<file path="src/rtl/nvram_upload.sv">
// nvram_upload: serves core-side NVRAM bytes to the HPS over the ioctl upload interface
module nvram_upload #(
    parameter int          AW     = 10,
    parameter int          SIZE   = 1024,
    parameter logic [7:0]  INDEX  = 8'd4,
    parameter int          RD_LAT = 1
) (
    input  logic          clk_sys,
    input  logic          RESET_N,
    input  logic          ioctl_upload,
    input  logic [7:0]    ioctl_index,
    input  logic          ioctl_rd,
    input  logic [24:0]   ioctl_addr,
    output logic [7:0]    ioctl_din,
    output logic          ioctl_wait,
    output logic          pause_req,
    input  logic          pause_ack,
    output logic          ram_req,
    output logic [AW-1:0] ram_addr,
    input  logic          ram_gnt,
    input  logic [7:0]    ram_dout,
    output logic          busy
);
    typedef enum logic [2:0] {IDLE, PAUSING, READY, FETCH, LAT} state_t;

    state_t        state, state_nx;
    logic          rst_meta, rst_n;
    logic          upload_q;
    logic          pend, pend_nx;
    logic [1:0]    lat_cnt, lat_cnt_nx;
    logic [AW-1:0] ram_addr_nx;
    logic [7:0]    din_nx;
    logic          in_range, start, last_lat;

    assign in_range = ioctl_addr < 25'(SIZE);
    assign start    = ioctl_upload && !upload_q && ioctl_index == INDEX;
    assign last_lat = lat_cnt == 2'(RD_LAT - 1);
    assign busy     = state != IDLE;

    // reset asserts immediately and releases two clk_sys edges later
    always_ff @(posedge clk_sys or negedge RESET_N) begin
        if (!RESET_N) begin
            rst_meta <= 1'b0;
            rst_n    <= 1'b0;
        end else begin
            rst_meta <= 1'b1;
            rst_n    <= rst_meta;
        end
    end

    // state and datapath registers; upload_q resets high so a level held through reset is not a start edge
    always_ff @(posedge clk_sys or negedge rst_n) begin
        if (!rst_n) begin
            state     <= IDLE;
            upload_q  <= 1'b1;
            pend      <= 1'b0;
            lat_cnt   <= 2'd0;
            ram_addr  <= '0;
            ioctl_din <= 8'h00;
        end else begin
            state     <= state_nx;
            upload_q  <= ioctl_upload;
            pend      <= pend_nx;
            lat_cnt   <= lat_cnt_nx;
            ram_addr  <= ram_addr_nx;
            ioctl_din <= din_nx;
        end
    end

    // next-state and handshake outputs; a read arriving while paused is held until the core acks
    always_comb begin
        state_nx    = state;
        pend_nx     = pend;
        lat_cnt_nx  = lat_cnt;
        ram_addr_nx = ram_addr;
        din_nx      = ioctl_din;
        pause_req   = 1'b0;
        ioctl_wait  = 1'b0;
        ram_req     = 1'b0;
        case (state)
            IDLE: begin
                pend_nx = 1'b0;
                if (start) state_nx = PAUSING;
            end
            PAUSING: begin
                pause_req  = 1'b1;
                ioctl_wait = 1'b1;
                if (ioctl_rd && !pend && in_range) begin
                    pend_nx     = 1'b1;
                    ram_addr_nx = ioctl_addr[AW-1:0];
                end
                if (ioctl_rd && !pend && !in_range) din_nx = 8'hFF;
                if (pause_ack) begin
                    state_nx = pend_nx ? FETCH : READY;
                    pend_nx  = 1'b0;
                end
            end
            READY: begin
                pause_req = 1'b1;
                if (ioctl_rd && in_range) ram_addr_nx = ioctl_addr[AW-1:0];
                if (ioctl_rd && !in_range) din_nx = 8'hFF;
                if (!pause_ack) begin
                    state_nx = PAUSING;
                    pend_nx  = ioctl_rd && in_range;
                end else if (ioctl_rd && in_range) begin
                    state_nx = FETCH;
                end
            end
            FETCH: begin
                pause_req  = 1'b1;
                ioctl_wait = 1'b1;
                ram_req    = 1'b1;
                if (ram_gnt) begin
                    state_nx   = LAT;
                    lat_cnt_nx = 2'd0;
                end
            end
            LAT: begin
                pause_req  = 1'b1;
                ioctl_wait = 1'b1;
                if (last_lat) begin
                    din_nx   = ram_dout;
                    state_nx = pause_ack ? READY : PAUSING;
                end else begin
                    lat_cnt_nx = lat_cnt + 2'd1;
                end
            end
            default: state_nx = IDLE;
        endcase
        if (state != IDLE && !ioctl_upload) begin
            state_nx = IDLE;
            pend_nx  = 1'b0;
            din_nx   = ioctl_din;
        end
    end
endmodule

</file>
<file path="config.mk">
export PLATFORM = sky130hd
export DESIGN_NAME = nvram_upload
export DESIGN_NICKNAME = d
export VERILOG_FILES = /design/src/rtl/nvram_upload.sv
export SDC_FILE = /design/constraint.sdc
export NUM_CORES = 1
export LEC_CHECK = 0
export BUFFER_PORTS_ARGS = -buffer_cell sky130_fd_sc_hd__buf_2
export CORE_ASPECT_RATIO = 1.75
export CORE_MARGIN = 3
export CORE_UTILIZATION = 45
export CTS_CLUSTER_SIZE = 40
export DETAILED_ROUTE_END_ITERATION = 12
export GPL_ROUTABILITY_DRIVEN = 1
export GPL_TIMING_DRIVEN = 0
export PLACE_DENSITY = 0.82
export SLEW_MARGIN = 20
export SYNTH_ARGS = -nofsm -noshare
export SYNTH_HDL_FRONTEND = slang
export SYNTH_SLANG_ARGS = --single-unit
</file>
<file path="constraint.sdc">
create_clock -name clk_sys -period 2.8 [get_ports clk_sys]
set_input_delay 0.28 -clock clk_sys [delete_from_list [all_inputs] [get_ports clk_sys]]
set_output_delay 0.28 -clock clk_sys [all_outputs]
set_load 0.05 [all_outputs]
</file>
==> run summary <==
Post-DP HPWL = 2.58 mm
Number of distinct library cells after synthesis = 40
Net count after synthesis = 177
Final Max Tran Viols = 0
R2R cell count = 8
Syn-to-layout area delta = 31.6%
Largest net degree at the start of global routing = 26
Kind of critical path = register to primary output
Total number of vias = 1220
Crit-path leading delay family = buffers and inverters
Hold Vio Cnt, Final = 0
Seq/Total Area, Yosys = 47.4%
Final period util = 73.0%
Warnings, synthesis = 0
Setup_tns = 0 ns
Detail Route Antenna Nets = 0
Initial core utilization = 47.7%
WHS = 0.175 ns
Final antenna diode count = 0
Leakage = 1.04 nW
Routed vias/inst = 5.00
Yosys reg bits = 27
GRT busiest layer = met2
Final WL = 3.25 mm
Vias in the first global route = 1285
Final core utilization = 62.8%
Hold Path Depth = 1
CTS tree = yes
Met2 Use GR = 34.5%
Root Buffer = clkbuf_8
Antenna violations before repair = 0
Post-CTS setup buffers = 0
Hold WC Path Type = input pin to register
Port bufs = 68
Final setup fails = 0
First-pass GRT wire length = 5.46 mm
Tmin final = 2.05 ns
GR Util met1 = 18.6%
Max-slew headroom = 64.5%
Power density cells = 650 mW/mm²
Clock transition at path regs = 0.09 ns
DR pass1 iterations = 4
Max VDD drop = 0.402 mV
Multi-input gate area = 659 µm²
Fmax = 489 MHz
CP required = 2.52 ns
Remaining Overflow, GRT = 0
Hold Startpoint = ioctl_upload
Clock latency on the worst-skew pair = 0.27 ns
Clock Sinks = 27
Starting DRC count in detailed routing = 22
Critical path arrival = 1.77 ns
Nets = 251
Std cell rows = 26
Most used cell, CP = buf_2
Post-synth EDFFs = 0
Worst stage delay on the critical path = 0.38 ns
# IOs = 69
Routed wire per std cell = 13.3 µm
Avg Cell Area, Syn = 11.1 µm²
Layout cells sized above 1 = 46.0%
Worst reg-to-reg setup slack = 1.01 ns
RSZ-0062 raised after global routing = no
Clk_skew = 0.00188 ns
Cells after synthesis = 129
CP endpoint kind = primary output
Synth Flop Type = dfrtp_1
Worst-margin pin slew = 0.532 ns
CTS max path bufs = 2
WHS Endpoint = upload_q
WP buf/inv = 3
Crit Reg-Reg Endpoint = ioctl_din[3]
GR Util All Layers = 17.7%
M3 GR Usage = 2.23%
GPL Wtd Cong = 0.789
Die area = 0.00391 mm²
Sequential cell area = 678 µm²
Fill cells = 270
CP Launch Type = register
Outcome = complete, no violations
Number of H-tree levels = 1
Max cap viols = 0
Total stage count of the critical path = 6
Die Width = 48.6 µm
RR Startpoint = lat_cnt[0]
# DRC = 0
CTS buffer count = 3
Crit Path Max Fanout = 10
Synth Cell Area = 0.00143 mm²
Cell Chain, Critical Path = buf_2 -> nor2_1 -> nand2_1 -> clkbuf_1 -> nand2b_1 -> buf_2
Worst path slowest cell = dfrtp_1
Die height = 80.5 µm
Placeable Area = 0.00299 mm²
Post-synthesis async set-or-reset flop share = 100%
-- state kept, by name, indices dropped and copies added, names as in the netlist --
name,cells
ioctl_din,8
lat_cnt,2
pend,1
ram_addr,10
rst_meta,1
rst_n,1
state,3
upload_q,1
-- cell usage in the layout, fill, tap and decap left out, types with 4 or more instances in the layout --
master and instances:
nor2_1 12, mux2i_1 8, nand2b_1 5, inv_1 11, a21oi_1 4, nand2_1 6
mux2_4 11, dfrtp_1 25, buf_2 69
-- stage by stage --
step | std cells | area (µm²) | total power, W | setup slack (ns)
detailed placement | 239 | 1820 | 0.00101 | 1.02
floorplan | 129 | 1430 | 0.000877 | 0.973
finish | 244 | 1880 | 0.00122 | 0.755
global placement | 239 | 1820 | 0.00100 | 1.05
global route | 244 | 1880 | 0.00130 | 0.606
CTS | 244 | 1880 | 0.00123 | 0.735
-- report_power, final --
| group | switching [W] | internal, W | leakage (nW) |
|---|---|---|---|
| Combinational | 0.000342 | 0.000214 | 0.695 |
| Sequential | 0.0000213 | 0.000427 | 0.322 |
| Clock | 0.000117 | 0.0000997 | 0.0255 |
-- synthesized netlist by cell type (all sizes together), types with 2 or more instances --
cell	instances	area share, %
and2	3	1.3
dfrtp	26	46
mux2i	8	5.6
buf	5	3.2
mux2	11	12
nor4b	3	1.8
nand2b	5	2.2
or3	2	0.88
nor2	12	3.2
nor3	2	0.70
nor4	3	2.6
inv	11	2.9
nor2b	2	0.88
nand2	6	1.6
or3b	2	1.2
o21ai	4	1.4
a21oi	4	1.4
-- per-layer routing --
layer | share of wire (%) | vias up | routed length (µm)
li1 | - | 592 | -
met1 | 39 | 572 | 1280
met2 | 53 | 51 | 1720
met3 | 5.8 | 5 | 189
met4 | 1.8 | 0 | 59
met5 | 0 | - | 0
-- repair_timing --
item                                   CTS  global route
endpoints found under the hold margin    2             0
setup endpoints to repair                0             0
hold buffers                             1             0
resized for setup                        0             0
-- final cells by class --
class | instances | share of cell area, %
Timing Repair Buffer | 69 | 18.7
Sequential cell | 27 | 36.1
Clock buffer | 3 | 2.20
Inverter | 11 | 2.20
Tap cell | 42 | 2.80
Clock inverter | 1 | 0.266
Buffer | 6 | 2.66
Multi-Input combinational cell | 85 | 35.1
-- worst max-delay path by stage --
stage | end | startpoint | slack (ns)
final | ioctl_wait | state[1] | 0.75
after global routing | ioctl_wait | state[1] | 0.61
after CTS | ioctl_wait | state[1] | 0.74
after detailed placement | ioctl_din[2] | lat_cnt[0] | 1.02
after global placement | ioctl_din[5] | lat_cnt[0] | 1.05
after floorplan | state[0] | state[0] | 0.97
-- cells by family after synthesis --
family	after synthesis	synth area share, %
other	1	0.263
AND/OR/NAND/NOR	45	19.0
multiplexers	19	17.2
adder cells (fa/ha/maj)	1	0.876
AO/OA/AOI/OAI	18	8.24
XOR/XNOR	1	0.614
flip-flops	27	47.4
buffers and inverters	17	6.40
Power figures use the tool's default switching activity.
